===== config.mk =====
export PLATFORM = sky130hd
export DESIGN_NAME = seg_display_arbiter
export DESIGN_NICKNAME = d
export VERILOG_FILES = /design/src/rtl/seg_display_arbiter.sv
export SDC_FILE = /design/constraint.sdc
export NUM_CORES = 1
export LEC_CHECK = 0
export ABC_AREA = 0
export ABC_CLOCK_PERIOD_IN_PS = 5050
export CORE_MARGIN = 1
export CORE_UTILIZATION = 42
export CTS_BUF_LIST = sky130_fd_sc_hd__clkbuf_16
export DETAILED_ROUTE_END_ITERATION = 8
export GPL_TIMING_DRIVEN = 1
export PLACE_DENSITY = 0.67
export REMOVE_ABC_BUFFERS = 1
export SLEW_MARGIN = 20
export SYNTH_ARGS = -nofsm -noshare
export SYNTH_HDL_FRONTEND = slang
export SYNTH_SLANG_ARGS = --single-unit

===== constraint.sdc =====
create_clock -name CLK -period 5.05 [get_ports CLK]
set_clock_uncertainty 0.2 [all_clocks]
set_input_delay 0.505 -clock CLK [delete_from_list [all_inputs] [get_ports CLK]]
set_output_delay 0.505 -clock CLK [all_outputs]
set_load 0.005 [all_outputs]

===== src/rtl/seg_display_arbiter.sv =====
// Two-requester arbiter for the 8-digit multiplexed 7-segment display.
// Owns the scan scheduler (prescaler, digit select, common decode, BCD decode)
// and hands the display over only at frame boundaries so frames never mix sources.
module seg_display_arbiter #(
  parameter int SCAN_DIV = 4,  // cycles per digit slot, 1..255
  parameter int MIN_HOLD = 2   // frames kept before yielding to a waiting requester
) (
  input  logic        CLK,
  input  logic        RST,
  input  logic        REQ_A,
  input  logic        REQ_B,
  input  logic [31:0] DATA_A_IN,
  input  logic [31:0] DATA_B_IN,
  output logic        GNT_A,
  output logic        GNT_B,
  output logic [2:0]  SEL,
  output logic [6:0]  SEG7,
  output logic [7:0]  SEG_COM
);

  typedef enum logic [1:0] {IDLE, GRANT_A, GRANT_B, SWITCH} state_t;

  localparam logic [7:0] PD = 8'(SCAN_DIV - 1);
  localparam logic [7:0] MH = 8'(MIN_HOLD);

  state_t      state, state_n;
  logic [7:0]  presc, presc_n;
  logic [7:0]  fcnt, fcnt_n, fc_inc;
  logic [2:0]  sel_n;
  logic [31:0] shadow, shadow_n;
  logic        last, last_n;        // 0 = A held it last, 1 = B
  logic        enter_a, enter_b;
  logic        tick, boundary;
  logic        own_req, oth_req;
  logic [31:0] own_data;
  logic        gnt_a_n, gnt_b_n;
  logic [7:0]  com_n;
  logic [6:0]  seg_n;

  function automatic logic [6:0] bcd7(input logic [3:0] d);
    case (d)
      4'd0:    bcd7 = 7'b1111110;
      4'd1:    bcd7 = 7'b0110000;
      4'd2:    bcd7 = 7'b1101101;
      4'd3:    bcd7 = 7'b1111001;
      4'd4:    bcd7 = 7'b0110011;
      4'd5:    bcd7 = 7'b1011011;
      4'd6:    bcd7 = 7'b1011111;
      4'd7:    bcd7 = 7'b1110010;
      4'd8:    bcd7 = 7'b1111111;
      4'd9:    bcd7 = 7'b1110011;
      default: bcd7 = 7'b1111110;  // non-BCD nibbles render as 0
    endcase
  endfunction

  assign tick     = (presc == PD);
  assign boundary = tick && (SEL == 3'd7);
  assign own_req  = (state == GRANT_B) ? REQ_B : REQ_A;
  assign oth_req  = (state == GRANT_B) ? REQ_A : REQ_B;
  assign own_data = (state == GRANT_B) ? DATA_B_IN : DATA_A_IN;
  assign fc_inc   = (fcnt >= MH) ? MH : fcnt + 8'd1;

  // State and scan registers, plus registered outputs
  always_ff @(posedge CLK or posedge RST) begin
    if (RST) begin
      state   <= IDLE;
      presc   <= '0;
      fcnt    <= '0;
      shadow  <= '0;
      last    <= 1'b1;
      SEL     <= '0;
      GNT_A   <= 1'b0;
      GNT_B   <= 1'b0;
      SEG_COM <= 8'hFF;
      SEG7    <= '0;
    end else begin
      state   <= state_n;
      presc   <= presc_n;
      fcnt    <= fcnt_n;
      shadow  <= shadow_n;
      last    <= last_n;
      SEL     <= sel_n;
      GNT_A   <= gnt_a_n;
      GNT_B   <= gnt_b_n;
      SEG_COM <= com_n;
      SEG7    <= seg_n;
    end
  end

  // Next-state: arbitration, scan counters, shadow capture
  always_comb begin
    state_n  = state;
    presc_n  = presc;
    fcnt_n   = fcnt;
    shadow_n = shadow;
    last_n   = last;
    sel_n    = SEL;
    enter_a  = 1'b0;
    enter_b  = 1'b0;
    case (state)
      IDLE: begin
        presc_n = '0;
        sel_n   = '0;
        if (REQ_A && (!REQ_B || last)) enter_a = 1'b1;
        else if (REQ_B)                enter_b = 1'b1;
      end
      GRANT_A, GRANT_B: begin
        presc_n = tick ? 8'd0 : presc + 8'd1;
        if (tick) sel_n = SEL + 3'd1;
        if (boundary) begin
          fcnt_n = fc_inc;
          if (!own_req)                      state_n = oth_req ? SWITCH : IDLE;
          else if (oth_req && fc_inc >= MH)  state_n = SWITCH;
          else                               shadow_n = own_data;
        end
      end
      SWITCH: begin
        sel_n   = '0;
        presc_n = presc + 8'd1;
        if (tick) begin
          presc_n = '0;
          // prefer the waiting side, fall back to the previous owner
          if (last ? REQ_A : REQ_B) begin
            enter_a = last;
            enter_b = !last;
          end else if (last ? REQ_B : REQ_A) begin
            enter_a = !last;
            enter_b = last;
          end else begin
            state_n = IDLE;
          end
        end
      end
      default: state_n = IDLE;
    endcase
    if (enter_a || enter_b) begin
      state_n  = enter_a ? GRANT_A : GRANT_B;
      presc_n  = '0;
      sel_n    = '0;
      fcnt_n   = '0;
      shadow_n = enter_a ? DATA_A_IN : DATA_B_IN;
      last_n   = enter_b;
    end
  end

  // Output decode from next-state values so outputs align with SEL
  always_comb begin
    gnt_a_n = (state_n == GRANT_A);
    gnt_b_n = (state_n == GRANT_B);
    com_n   = 8'hFF;
    seg_n   = '0;
    if (gnt_a_n || gnt_b_n) begin
      com_n = ~(8'h80 >> sel_n);
      seg_n = bcd7(shadow_n[{sel_n, 2'b00} +: 4]);
    end
  end

endmodule


==> impl_metrics.env, run 1 <==
export IMPL_max_slew_margin=0.3917
export IMPL_vias=3752
export IMPL_grt_max_degree=38
export IMPL_cts_tree="built"
export IMPL_gr_total_overflow=0
export IMPL_drtIter0Drc=142
export IMPL_yosys_area_top_type="dfrtp_1"
export IMPL_fin_hold_ws_ns=0.2609
export IMPL_yosysTopAreaCellShare=0.3446
export IMPL_drive_above_1_share=0.1342
export IMPL_grt_pass1_wl_um=19150
export IMPL_hold_viol=0
export IMPL_worstRegToRegCells=14
export IMPL_holdBufCountCts=0
export IMPL_dpl_cell_count=664
export IMPL_hold_class="flop to flop"
export IMPL_grt_pass1_vias=3802
export IMPL_finalWirelength_um=11620
export IMPL_leakagePower_nw=2.336
export IMPL_cts_buffers=9
export IMPL_synth_area_leaders="dfrtp_1, mux2i_1, dfstp_2"
export IMPL_cts_max_path_buffers=2
export IMPL_route_detailed_drc=0
export IMPL_num_antenna_cells=0
export IMPL_period_share=0.8852
export IMPL_dp_hpwl_um=8478
export IMPL_fill_cells=940
export IMPL_stdcell_count=680
export IMPL_hold_path_startpoint="presc[0]"
export IMPL_syn_inst=457
export IMPL_synth_area_mm2=0.004502
export IMPL_crit_path_end_kind="flop"
export IMPL_seq_area_frac_synth=0.3972
export IMPL_rows=37
export IMPL_timing_rr_end="SEG7[0]"
export IMPL_slew_viol_final=0
export IMPL_clk_pin_slew_ns=0.06
export IMPL_gr_usage_all_layers=0.2205
export IMPL_powerDensity_mw_per_mm2=535.3
export IMPL_globalplace_congestion=0.7894
export IMPL_peakVddDrop_uv=326.6
export IMPL_rr_startpoint="fcnt[0]"
export IMPL_status="finished, final reports clean"
export IMPL_fin_nets=623
export IMPL_drt_first_pass_iters=5
export IMPL_hold_depth=1
export IMPL_min_to="presc[0]"
export IMPL_vias_per_cell=5.518
export IMPL_worst_pin_slew_ns=0.9030
export IMPL_htreeDepth=3
export IMPL_crit_type="flop to flop"
export IMPL_antenna_found_initial=0
export IMPL_start_util=0.4341
export IMPL_synth_distinct_cells=64
export IMPL_cp_start_kind="flop"
export IMPL_worstPathRequired_ns=5.10
export IMPL_min_period_ns=4.470
export IMPL_die_height_um=105.5
export IMPL_syn_avg_cell_area_um2=9.851
export IMPL_fmax_mhz=223.7
export IMPL_multi_input_area_mm2=0.002517
export IMPL_cts_sinks=71
export IMPL_ys_seq_elements=71
export IMPL_area_growth_pct=28.38
export IMPL_async_flop_share=1.000
export IMPL_crit_arrival_ns=4.52
export IMPL_finalSetupViolations=0
export IMPL_wl_per_cell_um=17.08
export IMPL_register_area_mm2=0.001788
export IMPL_postRouteAntennaNets=0
export IMPL_critPathMaxFanout=32
export IMPL_port_buffer_count=87
export IMPL_synth_flop_cell="dfrtp_1"
export IMPL_synth_edff_count=0
export IMPL_rsz0062_at_grt="no"
export IMPL_yosys_warnings=0
export IMPL_clock_latency_ns=0.33
export IMPL_cts_resized=0
export IMPL_drv_cap=0
export IMPL_die_x_um=105.5
export IMPL_die_area_mm2=0.01114
export IMPL_root_buffer="clkbuf_16"
export IMPL_core_area_mm2=0.01037
export IMPL_pin_count=88
export IMPL_post_cts_setup_buffer_count=0
export IMPL_regToRegSetupSlack_ns=0.58
==> registers in the layout (all words and copies together), names as in the netlist <==
name,count
GNT_B,1
SEL,3
last,1
fcnt,8
shadow,32
presc,8
SEG7,7
SEG_COM,8
GNT_A,1
state,2
==> cells in the mapped netlist (3+ instances only) <==
cell / instances
mux2_2: 16
o21ai_0: 19
o21ai_1: 4
xnor2_1: 5
nand3_1: 10
a211oi_1: 12
dfrtp_1: 62
buf_6: 4
inv_1: 12
clkbuf_1: 16
o21a_1: 3
dfstp_2: 9
nand2b_1: 3
or3_1: 4
and3_1: 10
mux2i_1: 51
buf_2: 3
nand2_1: 36
ha_1: 16
o22ai_1: 9
o211ai_1: 12
buf_1: 4
a21oi_1: 33
xor2_1: 3
nor2_1: 30
nor2b_1: 13
nor3_1: 9
==> power breakdown <==
group          switching (W)  internal [W]  total (W)
Clock               0.000238      0.000378   0.000616
Combinational       0.000925      0.000697    0.00162
Sequential         0.0000761      0.000779   0.000855
Total                0.00124       0.00185    0.00309
==> logic make-up (layout without fill, tap and decap cells) <==
group	count (synthesis)	in the layout	synth area share
fa+ha+maj	16	16	0.04447
flops	71	71	0.3972
simple gates	135	135	0.1620
mux	70	70	0.1634
buf+inv	41	128	0.04613
compound gates	116	116	0.1712
xor+xnor	8	8	0.01556
==> worst max-delay path by stage <==
stage | to | from | slack (ns) | cells past startpoint
after floorplan | SEG7[0] | presc[0] | -0.80 | 12
after global placement | SEG7[0] | fcnt[0] | 0.73 | 14
after detailed placement | SEG7[0] | fcnt[0] | 0.57 | 14
after CTS | SEG7[0] | fcnt[0] | 0.57 | 14
after global routing | SEG7[0] | fcnt[0] | 0.23 | 14
final | SEG7[0] | fcnt[0] | 0.58 | 14
==> final cells by class <==
type / instances / area share
Tap cell: 136 / 0.02944
Inverter: 12 / 0.007794
Clock inverter: 7 / 0.01126
Clock buffer: 9 / 0.03897
Sequential cell: 71 / 0.3094
Multi-Input combinational cell: 345 / 0.4356
Timing Repair Buffer: 100 / 0.1676
==> per-layer routing <==
metal  GRT usage  part of all wire  vias up  routed length, um
li1            -                 -     1835                  -
met1      0.2984              0.46     1813               5390
met2      0.3586              0.48       92               5531
met3     0.03154             0.049       12                570
met4     0.08333             0.011        0                125
met5           0                 0        -                  0
==> stage by stage <==
stage	utilization	setup slack [ns]	setup TNS, ns	area (um2)	power [W]
6_report	0.5573	0.5798	0	5779	0.003094
3_5_place_dp	0.5293	0.5722	0	5489	0.002473
5_1_grt	0.5573	0.2332	0	5779	0.003311
3_3_place_gp	0.5293	0.7269	0	5489	0.002425
4_1_cts	0.5573	0.5661	0	5779	0.003101
2_1_floorplan	-	-0.7974	-3.940	4339	0.001953
==> worst max-delay path, cell delays in order, from the launching register on <==
cell and delay (ns):
dfrtp_1 0.37, inv_1 0.07, ha_1 0.19, or4_4 0.55, nor4_4 0.41, o21a_4 0.43, buf_4 0.32, mux2i_1 0.22
mux2i_1 0.11, a2111o_1 0.43, o31ai_2 0.12, inv_1 0.20, ha_1 0.23, or3_1 0.36, a31oi_1 0.16
==> cell usage in the layout, fill, tap and decap left out, types with 10 or more instances in the layout <==
cell type        synthesis  routed
nand3_1                 10      10
nand2_1                 36      36
buf_4                    1      13
inv_1                   12      12
o21ai_0                 19      19
dfrtp_1                 62      62
o211ai_1                12      12
nor2b_1                 13      13
mux2i_1                 51      51
and3_1                  10      10
ha_1                    16      15
clkdlybuf4s50_1          0      87
a21oi_1                 33      33
a211oi_1                12      12
mux2_2                  16      16
nor2_1                  30      30
Power figures use the tool's default switching activity.
==> run 2: changes to the inputs <==
--- a/config.mk
+++ b/config.mk
@@ -9,7 +9,6 @@
 export ABC_CLOCK_PERIOD_IN_PS = 5050
 export CORE_MARGIN = 1
 export CORE_UTILIZATION = 42
-export CTS_BUF_LIST = sky130_fd_sc_hd__clkbuf_16
 export DETAILED_ROUTE_END_ITERATION = 8
 export GPL_TIMING_DRIVEN = 1
 export PLACE_DENSITY = 0.67
==> impl_metrics.env, run 2 (synthesis results as in run 1) <==
export IMPL_leakagePower_nw=2.291
export IMPL_cts_tree="built"
export IMPL_grt_pass1_vias=3780
export IMPL_port_buffer_count=87
export IMPL_regToRegSetupSlack_ns=0.58
export IMPL_gr_total_overflow=0
export IMPL_largest_reg_flops=32
export IMPL_worstPathRequired_ns=5.12
export IMPL_most_common_layout_cells="clkdlybuf4s50_1, dfrtp_1, mux2i_1"
export IMPL_cts_max_path_buffers=2
export IMPL_cpMaxStageDelayCell="or4_4"
export IMPL_fmax_mhz=223.7
export IMPL_final_util=0.5485
export IMPL_startpoint="fcnt[0]"
export IMPL_die_height_um=105.5
export IMPL_clk_pin_slew_ns=0.08
export IMPL_status="finished, final reports clean"
export IMPL_slew_viol_final=0
export IMPL_critPathBufInv=3
export IMPL_worst_pin_slew_ns=0.8720
export IMPL_cp_start_kind="flop"
export IMPL_post_cts_setup_buffer_count=0
export IMPL_cts_sinks=71
export IMPL_final_common_cell="clkdlybuf4s50_1"
export IMPL_num_antenna_cells=0
export IMPL_hold_viol=0
export IMPL_area_growth_pct=26.35
export IMPL_fin_tns_setup_ns=0
export IMPL_dp_hpwl_um=8478
export IMPL_core_area_mm2=0.01037
export IMPL_crit_type="flop to flop"
export IMPL_fin_area_mm2=0.005688
export IMPL_placedInstanceArea_mm2=0.005489
export IMPL_antenna_found_initial=0
export IMPL_finalWirelength_um=11580
export IMPL_cts_buffers=9
export IMPL_drv_cap=0
export IMPL_min_period_ns=4.471
export IMPL_pin_count=88
export IMPL_clock_latency_ns=0.35
export IMPL_max_slew_margin=0.4125
export IMPL_rr_startpoint="fcnt[0]"
export IMPL_cp_slowest_stage_delay_ns=0.55
export IMPL_wl_per_cell_um=17.02
export IMPL_drt_first_pass_iters=4
export IMPL_peakVddDrop_uv=326.5
export IMPL_pre_cts_slack_ns=0.5722
export IMPL_cts_resized=0
export IMPL_holdBufCountCts=0
export IMPL_vias=3761
export IMPL_gr_usage_all_layers=0.2195
export IMPL_drtIter0Drc=187
export IMPL_drive_above_1_share=0.1360
export IMPL_rows=37
export IMPL_rsz0062_at_grt="no"
export IMPL_htreeDepth=3
export IMPL_finalSetupViolations=0
export IMPL_grt_max_degree=38
export IMPL_root_buffer="clkbuf_8"
export IMPL_fin_nets=623
export IMPL_largest_register="shadow"
export IMPL_hold_path_startpoint="presc[0]"
export IMPL_hold_class="flop to flop"
export IMPL_layout_setup_ws_ns=0.5790
export IMPL_critPathMaxFanout=32
export IMPL_die_x_um=105.5
export IMPL_globalplace_congestion=0.7894
export IMPL_period_share=0.8853
export IMPL_powerDensity_mw_per_mm2=515.2
export IMPL_cp_cell_sequence="inv_1 > ha_1 > or4_4 > nor4_4 > o21a_4 > buf_4 > mux2i_1 > mux2i_1 > a2111o_1 > o31ai_2 > inv_1 > ha_1 > or3_1 > a31oi_1"
export IMPL_cp_top_family="simple AND/OR/NAND/NOR gates"
export IMPL_start_util=0.4341
export IMPL_vias_per_cell=5.531
export IMPL_crit_path_end_kind="flop"
export IMPL_grt_pass1_wl_um=19150
export IMPL_postRouteAntennaNets=0
export IMPL_route_detailed_drc=0
export IMPL_die_area_mm2=0.01114
export IMPL_fin_hold_ws_ns=0.2611
export IMPL_crit_arrival_ns=4.55
==> run 2: layout make-up <==
type	count	area (um2)
Clock inverter	5	57.56
Fill cell	952	4682
Multi-Input combinational cell	345	2517
Inverter	12	45.04
Clock buffer	11	141.4
Sequential cell	71	1788
Tap cell	136	170.2
Timing Repair Buffer	100	968.4
==> run 2: worst register-to-register path, stage by stage, from the launching register on <==
cell      delay [ns]
dfrtp_1         0.38
inv_1           0.07
ha_1            0.19
or4_4           0.55
nor4_4          0.41
o21a_4          0.44
buf_4           0.34
mux2i_1         0.22
mux2i_1         0.11
a2111o_1        0.43
o31ai_2         0.12
inv_1           0.20
ha_1            0.23
or3_1           0.36
a31oi_1         0.16
==> run 2: path summary, 6_finish.rpt <==
check | cells past startpoint | to
min | 1 | presc[0]
min reg2reg | 1 | presc[0]
max reg2reg | 14 | SEG7[0]
max in group asynchronous | 3 | SEG_COM[4]
min in group asynchronous | 2 | SEG7[5]
max | 14 | SEG7[0]
==> run 2: per-layer routing <==
layer	global-route usage	part of all wire	wire length (um)
met3	0.03030	0.055	639
met4	0.06944	0.012	143
met1	0.3015	0.46	5318
met5	0	0	0
met2	0.3590	0.47	5474
==> run 2: power breakdown <==
group	total (W)	internal (W)	switching, W
registers	0.000853	0.000778	0.0000754
clock network	0.000460	0.000242	0.000218
logic	0.00162	0.000696	0.000921
==> run 2: stage by stage <==
stage / cells / total power (W)
after floorplan: 428 / 0.001953
after global placement: 664 / 0.002425
after detailed placement: 664 / 0.002473
after CTS: 680 / 0.002939
after global routing: 680 / 0.003152
final: 680 / 0.002930
==> run 3: changes to the inputs <==
--- a/config.mk
+++ b/config.mk
@@ -5,13 +5,12 @@
 export SDC_FILE = /design/constraint.sdc
 export NUM_CORES = 1
 export LEC_CHECK = 0
-export ABC_AREA = 0
 export ABC_CLOCK_PERIOD_IN_PS = 5050
 export CORE_MARGIN = 1
 export CORE_UTILIZATION = 42
 export DETAILED_ROUTE_END_ITERATION = 8
 export GPL_TIMING_DRIVEN = 1
-export PLACE_DENSITY = 0.67
+export PLACE_DENSITY = 0.78
 export REMOVE_ABC_BUFFERS = 1
 export SLEW_MARGIN = 20
 export SYNTH_ARGS = -nofsm -noshare
==> impl_metrics.env, run 3 (synthesis results as in run 1) <==
export IMPL_drtIter0Drc=143
export IMPL_core_area_mm2=0.01037
export IMPL_start_util=0.4341
export IMPL_finalSetupViolations=0
export IMPL_cts_resized=0
export IMPL_seq_power_share=0.273
export IMPL_pin_count=88
export IMPL_hold_viol=0
export IMPL_status="finished, final reports clean"
export IMPL_drv_cap=0
export IMPL_grt_pass1_vias=3948
export IMPL_period_share=0.9139
export IMPL_worst_pin_slew_ns=0.8741
export IMPL_antenna_found_initial=0
export IMPL_num_antenna_cells=0
export IMPL_max_slew_margin=0.4111
export IMPL_switching_share=0.3980
export IMPL_dp_hpwl_um=8458
export IMPL_route_detailed_drc=0
export IMPL_rows=37
export IMPL_grt_pass1_wl_um=19670
export IMPL_htreeDepth=3
export IMPL_cp_start_kind="flop"
export IMPL_worstPathRequired_ns=5.13
export IMPL_holdBufCountCts=0
export IMPL_fmax_mhz=216.7
export IMPL_grt_max_degree=51
export IMPL_most_common_layout_cells="clkdlybuf4s50_1, dfrtp_1, mux2i_1"
export IMPL_final_common_cell="clkdlybuf4s50_1"
export IMPL_clock_latency_ns=0.36
export IMPL_fin_nets=622
export IMPL_dpl_cell_count=663
export IMPL_die_height_um=105.5
export IMPL_largest_reg_flops=32
export IMPL_clk_pin_slew_ns=0.08
export IMPL_cts_buffers=9
export IMPL_root_buffer="clkbuf_8"
export IMPL_die_area_mm2=0.01114
export IMPL_rsz0062_at_grt="no"
export IMPL_p_int_w=0.001896
export IMPL_globalplace_congestion=0.8572
export IMPL_vias_per_cell=5.645
export IMPL_drive_above_1_share=0.1363
export IMPL_area_growth_pct=28.24
export IMPL_post_cts_setup_buffer_count=0
export IMPL_vias=3833
export IMPL_gr_usage_all_layers=0.2247
export IMPL_stdcell_count=679
export IMPL_pwr_share_clk=0.211
export IMPL_p_comb_frac=0.516
export IMPL_die_x_um=105.5
export IMPL_postRouteAntennaNets=0
export IMPL_slew_viol_final=0
export IMPL_finalWirelength_um=12000
export IMPL_min_period_ns=4.615
export IMPL_powerDensity_mw_per_mm2=545.7
export IMPL_crit_arrival_ns=4.69
export IMPL_crit_path_end_kind="flop"
export IMPL_fill_cells=913
export IMPL_cts_max_path_buffers=2
export IMPL_largest_register="shadow"
export IMPL_hold_class="flop to flop"
export IMPL_drt_first_pass_iters=4
export IMPL_port_buffer_count=87
export IMPL_critPathMaxFanout=50
export IMPL_leakagePower_nw=2.328
export IMPL_wl_per_cell_um=17.67
export IMPL_gr_total_overflow=0
export IMPL_cts_tree="built"
export IMPL_crit_type="flop to flop"
export IMPL_peakVddDrop_uv=392.9
export IMPL_cts_sinks=71
export IMPL_switchingPower_w=0.001254
export IMPL_final_util=0.5567
-- run 3: area by class of cell --
| class | instances | area, um2 | share of cell area |
|---|---|---|---|
| Clock buffer | 9 | 123.9 | 0.02146 |
| Multi-Input combinational cell | 345 | 2517 | 0.4361 |
| Inverter | 12 | 45.04 | 0.007802 |
| Sequential cell | 71 | 1788 | 0.3097 |
| Tap cell | 136 | 170.2 | 0.02948 |
| Clock inverter | 7 | 167.7 | 0.02904 |
| Timing Repair Buffer | 99 | 960.9 | 0.1664 |
-- run 3: worst max-delay path: stages, from the launching register on --
cell and delay (ns):
dfrtp_1 0.37, inv_1 0.07, ha_1 0.20, or4_4 0.56, nor4_4 0.43, o21a_4 0.59, a21oi_1 0.21, a221o_1 0.38
o41ai_2 0.61, inv_1 0.16, ha_1 0.21, or3_1 0.36, a31oi_1 0.17
-- run 3: per-layer routing --
layer,vias to the layer above,track usage,share of wire
met5,-,0,0
met4,0,0.08929,0.026
met3,28,0.05999,0.058
met2,129,0.3529,0.46
met1,1853,0.2948,0.46
li1,1823,-,-
-- run 3: through the flow --
| step | power [W] | TNS [ns] | area (um2) | hold WS [ns] | worst slack (ns) |
|---|---|---|---|---|---|
| 6_report | 0.003150 | 0 | 5773 | 0.2840 | 0.4349 |
| 5_1_grt | 0.003365 | 0 | 5773 | 0.3190 | 0.1167 |
| 4_1_cts | 0.003144 | 0 | 5773 | 0.2870 | 0.4586 |
| 3_5_place_dp | 0.002462 | 0 | 5482 | 0.2759 | 0.4724 |
| 3_3_place_gp | 0.002399 | 0 | 5482 | 0.2434 | 0.7161 |
| 2_1_floorplan | 0.001953 | -3.940 | 4339 | 0.2303 | -0.7974 |
-- run 3: power by group through the flow --
stage / Combinational (W) / Clock (W) / Sequential, W
detailed placement: 0.00159 / 0 / 0.000869
finish: 0.00162 / 0.000665 / 0.000862
global route: 0.00179 / 0.000697 / 0.000880
global placement: 0.00154 / 0 / 0.000862
CTS: 0.00161 / 0.000671 / 0.000860
floorplan: 0.00111 / 0 / 0.000847
-- run 3: path summary, 6_finish.rpt --
path	start	slack [ns]	depth (start not counted)	end
setup / recovery	fcnt[0]	0.43	12	SEG7[0]
hold / removal	presc[0]	0.28	1	presc[0]
setup reg to reg	fcnt[0]	0.43	12	SEG7[0]
hold reg to reg	presc[0]	0.28	1	presc[0]
max in group asynchronous	RST	3.29	3	SEG_COM[1]
min in group asynchronous	RST	0.39	2	presc[0]
